### src/rtl/arb_mux.sv
// Round-robin N:1 arbiter feeding a one-entry registered output stage.
// Define ARB_MUX_LOCK_EN to add in_last/out_last and hold the grant across multi-beat packets.
module arb_mux #(
    parameter int unsigned D_SIZE  = 2,
    parameter int unsigned D_COUNT = 3,
    parameter int unsigned A_SIZE  = 2
) (
    input  logic                      clk,
    input  logic                      rst,
    input  logic [D_SIZE*D_COUNT-1:0] in_data,
    input  logic [D_COUNT-1:0]        in_valid,
    output logic [D_COUNT-1:0]        in_ready,
    output logic [D_SIZE-1:0]         out_data,
    output logic [A_SIZE-1:0]         out_sel,
    output logic                      out_valid,
    input  logic                      out_ready
`ifdef ARB_MUX_LOCK_EN
    ,
    input  logic [D_COUNT-1:0]        in_last,
    output logic                      out_last
`endif
);

    localparam int unsigned IdxW = (D_COUNT > 1) ? $clog2(D_COUNT) : 1;

    logic [D_COUNT-1:0][D_SIZE-1:0] slot_data;
    assign slot_data = in_data;

    logic [A_SIZE-1:0] last_q, last_d;
    logic [D_SIZE-1:0] data_q, data_d;
    logic [A_SIZE-1:0] sel_q, sel_d;
    logic              valid_q, valid_d;

    logic              load_ok;
    logic              locked;
    logic              grant_found;
    logic [A_SIZE-1:0] grant_idx;
    logic [D_SIZE-1:0] grant_data;
    logic              xfer;

`ifdef ARB_MUX_LOCK_EN
    typedef enum logic {StIdle, StLocked} state_e;
    state_e state_q, state_d;
    logic   last_q_flag, last_d_flag;
    logic   grant_last;

    assign locked = (state_q == StLocked);
`else
    assign locked = 1'b0;
`endif

    assign load_ok = !valid_q || out_ready;

    always_comb begin
        grant_found = 1'b0;
        grant_idx   = '0;
        if (locked) begin
            // While locked, last_q already names the locked channel.
            for (int unsigned i = 0; i < D_COUNT; i++) begin
                if (A_SIZE'(i) == last_q && in_valid[i[IdxW-1:0]]) begin
                    grant_found = 1'b1;
                    grant_idx   = A_SIZE'(i);
                end
            end
        end else begin
            for (int unsigned i = 0; i < D_COUNT; i++) begin
                if (!grant_found && in_valid[i[IdxW-1:0]] && A_SIZE'(i) > last_q) begin
                    grant_found = 1'b1;
                    grant_idx   = A_SIZE'(i);
                end
            end
            for (int unsigned i = 0; i < D_COUNT; i++) begin
                if (!grant_found && in_valid[i[IdxW-1:0]] && A_SIZE'(i) <= last_q) begin
                    grant_found = 1'b1;
                    grant_idx   = A_SIZE'(i);
                end
            end
        end
    end

    assign xfer = !rst && load_ok && grant_found;

    always_comb begin
        in_ready   = '0;
        grant_data = '0;
        for (int unsigned i = 0; i < D_COUNT; i++) begin
            if (A_SIZE'(i) == grant_idx) begin
                in_ready[i[IdxW-1:0]] = xfer;
                grant_data            = slot_data[i[IdxW-1:0]];
            end
        end
    end

`ifdef ARB_MUX_LOCK_EN
    always_comb begin
        grant_last = 1'b0;
        for (int unsigned i = 0; i < D_COUNT; i++) begin
            if (A_SIZE'(i) == grant_idx) begin
                grant_last = in_last[i[IdxW-1:0]];
            end
        end
    end

    always_comb begin
        state_d     = state_q;
        last_d_flag = last_q_flag;
        if (xfer) begin
            last_d_flag = grant_last;
            unique case (state_q)
                StIdle:   if (!grant_last) state_d = StLocked;
                StLocked: if (grant_last)  state_d = StIdle;
                default:  state_d = StIdle;
            endcase
        end
    end

    assign out_last = last_q_flag;
`endif

    always_comb begin
        last_d  = last_q;
        data_d  = data_q;
        sel_d   = sel_q;
        valid_d = valid_q;
        if (xfer) begin
            last_d  = grant_idx;
            data_d  = grant_data;
            sel_d   = grant_idx;
            valid_d = 1'b1;
        end else if (load_ok) begin
            valid_d = 1'b0;
        end
    end

    always_ff @(posedge clk) begin
        if (rst) begin
            last_q  <= A_SIZE'(D_COUNT - 1);
            data_q  <= '0;
            sel_q   <= '0;
            valid_q <= 1'b0;
`ifdef ARB_MUX_LOCK_EN
            state_q     <= StIdle;
            last_q_flag <= 1'b0;
`endif
        end else begin
            last_q  <= last_d;
            data_q  <= data_d;
            sel_q   <= sel_d;
            valid_q <= valid_d;
`ifdef ARB_MUX_LOCK_EN
            state_q     <= state_d;
            last_q_flag <= last_d_flag;
`endif
        end
    end

    assign out_data  = data_q;
    assign out_sel   = sel_q;
    assign out_valid = valid_q;

endmodule
### config.mk
export PLATFORM = sky130hd
export DESIGN_NAME = arb_mux
export DESIGN_NICKNAME = d
export VERILOG_FILES = /design/src/rtl/arb_mux.sv
export SDC_FILE = /design/constraint.sdc
export NUM_CORES = 1
export LEC_CHECK = 0
export BUFFER_PORTS_ARGS = -buffer_cell sky130_fd_sc_hd__buf_2
export CAP_MARGIN = 30
export CORE_AREA = 2 2 39 41
export CTS_BUF_LIST = sky130_fd_sc_hd__clkbuf_2 sky130_fd_sc_hd__clkbuf_4 sky130_fd_sc_hd__clkbuf_8
export DETAILED_ROUTE_END_ITERATION = 10
export DIE_AREA = 0 0 41 43
export GPL_ROUTABILITY_DRIVEN = 1
export PLACE_DENSITY = 0.55
export SYNTH_ARGS = -nofsm -noshare
export SYNTH_HDL_FRONTEND = slang
export SYNTH_SLANG_ARGS = --single-unit
### constraint.sdc
create_clock -name clk -period 1.4 [get_ports clk]
set_input_delay 0.28 -clock clk [delete_from_list [all_inputs] [get_ports clk]]
set_output_delay 0.28 -clock clk [all_outputs]
set_load 0.02 [all_outputs]
### Yosys cells after proc, flatten, opt, wreduce, memory -nomap -nowiden

Index checks and enable logic that the tools add are counted.
Widths: inputs -> output; s select.

* multiplexer cells: 19
* equality and inequality tests: 2
* order comparisons: 6
* reductions and logical operators: 23

Operators with widths (number)
* $mux 2: 7
* $logic_and 1x1->1: 13
* $mux 1: 12
* $logic_not 1->1: 7
* $gt 1x2->1 const A: 2
* $le 1x2->1 const A: 2
* $eq 1x2->1 const A: 1
* $eq 2x2->1 const A: 1
* $gt 2x2->1 const A: 1
* $le 2x2->1 const A: 1
* $logic_not 2->1: 1
* $reduce_bool 2->1: 1
* $logic_or 1x1->1: 1

* output and inout bits: 8
* logic and storage cells: 54
* register bits after elaboration: 7
* bits of input ports: 12

### Logic depth before layout (Yosys ltp)

* depth in word-level cells: 27
* depth in mapped cells: 4
* mapped depth without buffers: 4

### Least setup slack after synthesis

No wires, ideal clock.

* kind: flip-flop to output port
* from: register valid_q (netlist: out_valid)
* to: output in_ready[0]
* stages on the path, launching flop included: 5
* buffers on the path: 0
* data required time: 1120 ps
* data arrival time: 1256 ps
* slack: -136 ps
* path through: dfxtp_1 > nand2b_1 > nor3b_4 > nand2b_1 > a21oi_1

* cells in the longest elaborated chain, start to end: 5

RTL lines
* from (decl): RTL line 32 `logic valid_q, valid_d;`
* from (signal assigned): RTL line 149 `valid_q <= valid_d;`
* $logic_not 1->1: RTL line 52 `assign load_ok = !valid_q || out_ready;`
* $logic_or 1x1->1: RTL line 52
* $logic_and 1x1->1 (2 in a row): RTL line 81 `assign xfer = !rst && load_ok && grant_found;`
* $mux 1: RTL line 87 `if (A_SIZE'(i) == grant_idx) begin`
* to (decl): RTL line 12 `output logic [D_COUNT-1:0] in_ready,`

No other way between the ends.

### Worst setup path in the final report

* from: register valid_q (netlist: out_valid)
* to: output in_ready[1]

Same word-level chain as after synthesis.

==> impl_results.md <==
- Run status: finished, violations left
- Failing checks: negative setup slack
- WL per Instance: between 9 and 10 µm
- Area of the core: between 1000 and 1500 µm²
- Clk_lat worst skew: 0.24 ns
- Fin worst setup slack: -0.185 ns
- Post-synth top area share: 36.5%
- Post-Syn Area per Cell: a little under 9 µm²
- Die Wd: 41 µm
- Max-slew violations: 0
- Crit end category: output pin
- Drt first-iter violations: 0
- Clock Path Buffers: 2
- Placed Area: approximately 520 µm²
- Worst hold slack: around 0.33 ns
- Largest cells by area after synthesis: dfxtp_1 (37%), a21oi_1 (6.1%), nand2b_1 (5.7%)
- Seq/Total Area, Yosys: 36.5%
- Row count: 14
- CP peak stage delay: between 0.3 and 0.4 ns
- VDD IR-drop max: 0.000404 V
- Largest net degree at the start of global routing: 6
- H-tree depth: 1
- Post-route clock skew: around 0.0026 ns
- # IOs: 20
- Adder-Cell Fraction of Synth Area: 0%
- Crit Path Max Fanout: 5
- Post-synthesis compound-gate area fraction: between 20% and 30%
- Final hold violations: 0
- Via/cell ratio: approximately 4.4
- CP Data Required Time: between 1 and 1.5 ns
- CP max-delay cell: nor3b_4
- Crit start category: register
- Starting Density: about a quarter
- Number of global-route vias before repair: 360
- Max-Cap Viols: 0
- Yosys reg bits: 6
- Share of layout cells above drive strength 1: about 61%
- First-pass GRT wire length: ~1.3 mm
- Crit Path Class: reg2out
- CTS tree: done
- Max Clk Rate: around 630 MHz
- Drt total wl: 836 µm
- Global-route usage over all layers: between 10% and 20%
- Critical path arrival: about 1.3 ns
- Remaining DRCs: 0
- Inserted Clock Buffers: 3
- Post-Syn Nets: 49
- Nets@finish: between 80 and 90
- First-pass DRT Iterations: 1
- Synth-to-layout area growth: 81.0%
- Fin area: roughly 600 µm²
- Final Cycle Share: 113%
- Syn Inst Count: 37
- Cell leakage power: approximately 0.29 nW
- Final number of setup-violating endpoints: 3
- Post-Synth Simple-Gate Area: just under 30%
- Largest family of logic cells by synthesized area: simple AND/OR/NAND/NOR gates
- PD cells: between 900 and 1000 nW/µm²
- Root buffer cell: clkbuf_4
- N_diodes: 0
- Clk sinks: 6
- RSZ-0062 raised after global routing: yes
- TNS Setup: -0.501 ns
- Die Y: 43 µm
- Routed Antenna Nets: 0
- Via total after detailed routing: about 380
- Top cell type by total area after synthesis: dfxtp_1
- XOR/XNOR share of the synthesized area: 0%
- Total number of yosys warnings: 0
- Cell Area, Synth: about 330 µm²
- Initial antenna violation count: 0
- Full die area: about 1800 µm²
- Hold WC Path Type: in2reg
- Crit path cell chain: nand2b_1 > nor3b_4 > and3_4 > buf_6
- GRT Residual Overflow: 0
- PortBufs: 19
- Crit path time final: 1.58 ns
- Final GP Congestion: between 0.6 and 0.7
- Mux contribution to synthesized area: under 10%
- DP HPWL: between 700 and 800 µm
- Post-synthesis cell type count: 22
- Slew @ Worst Pin: just over 0.3 ns
- Worst-path clk slew: roughly 0.050 ns
- Slew margin rel.: a little under 80%
## worst max-delay path, delay by kind of cell (launching register included)
| family | cells | cell delay [ns] |
|---|---|---|
| AND/OR/NAND/NOR | 3 | 0.65 |
| flip-flops | 1 | 0.31 |
| buffers and inverters | 1 | 0.11 |
## layout by cell type (no fill, tap or decap)
cell type,n
a22o_1,1
inv_1,1
o21ai_0,1
mux2i_1,1
buf_2,16
clkbuf_4,3
nor2b_1,2
a31oi_1,2
nand2b_4,1
buf_6,3
o21a_1,1
a21oi_1,3
nand3_1,2
a21boi_0,1
and2_4,1
o31a_2,1
o22ai_1,1
nand2_1,1
nand2b_1,2
dfxtp_2,2
nor3b_4,1
nor2_1,2
dfxtp_1,4
buf_4,12
nor3_2,1
a22oi_1,2
a21oi_4,1
and3_4,1
## layout make-up
cell class / instances / area [µm²]
clock buffer: 3 / 22.5
timing repair buffer: 31 / 204
tap: 16 / 20.0
sequential: 6 / 123
multi-input combinational: 29 / 223
fill: 146 / 788
inverter: 1 / 3.75
## synth_stat cells
library cell	count
buf_4	1
nor3_2	1
inv_1	1
a21boi_0	1
o31a_2	1
dfxtp_1	6
and3_1	1
nand3_1	2
a31oi_1	2
a22oi_1	2
nor2b_1	2
a22o_1	1
o22ai_1	1
a21oi_1	4
nor3b_4	1
o21a_1	1
o21ai_0	1
nand2_1	1
and2_2	1
nor2_1	2
mux2i_1	1
nand2b_1	3
## power breakdown
group / internal (mW) / leakage [nW] / switching, mW
Combinational: 0.0982 / 0.224 / 0.0889
Clock: 0.0968 / 0.0138 / 0.0594
Sequential: 0.189 / 0.0505 / 0.00742
## metrics by stage
step           worst slack, ns  power [mW]  std cells  utilization [%]
2_1_floorplan           0.0187       0.288         37                -
3_3_place_gp            -0.116       0.369         81             37.9
3_5_place_dp            -0.121       0.369         81             37.9
4_1_cts                 -0.199       0.551         86             43.0
5_1_grt                 -0.272       0.579         86             43.0
6_report                -0.185       0.540         86             43.0
## registers in the layout (all words and copies together), names as in the netlist
register,cells
last_q,1
out_data,2
out_sel,2
out_valid,1
## per-layer routing
layer  vias to the layer above  wire [µm]  GRT usage [%]
met1                       156        355           11.9
li1                        205          -              -
met5                         -          0              0
met2                        14        414           17.2
met4                         0          0           6.00
met3                         0         67           4.71
## worst paths after layout
kind	end	cells after the start	slack, ns	startpoint
setup / recovery	in_ready[1]	4	-0.18	out_valid
hold / removal	out_data[1]	3	0.33	in_data[3]
setup reg to reg	out_sel[0]	6	0.09	out_valid
hold reg to reg	out_data[0]	2	0.50	out_data[0]
## cell families after synthesis
| group | Yosys count |
|---|---|
| buf+inv | 2 |
| compound gates | 14 |
| mux | 1 |
| flops | 6 |
| simple gates | 14 |
## what timing repair did
action / in CTS / in global routing
pin swaps: 2 / 2
buffers inserted: 2 / 1
gates resized for setup: 10 / 0
setup endpoints to repair: 3 / 4
hold buffers: 0 / 0
Note: power is estimated with default switching activity, not from simulation.
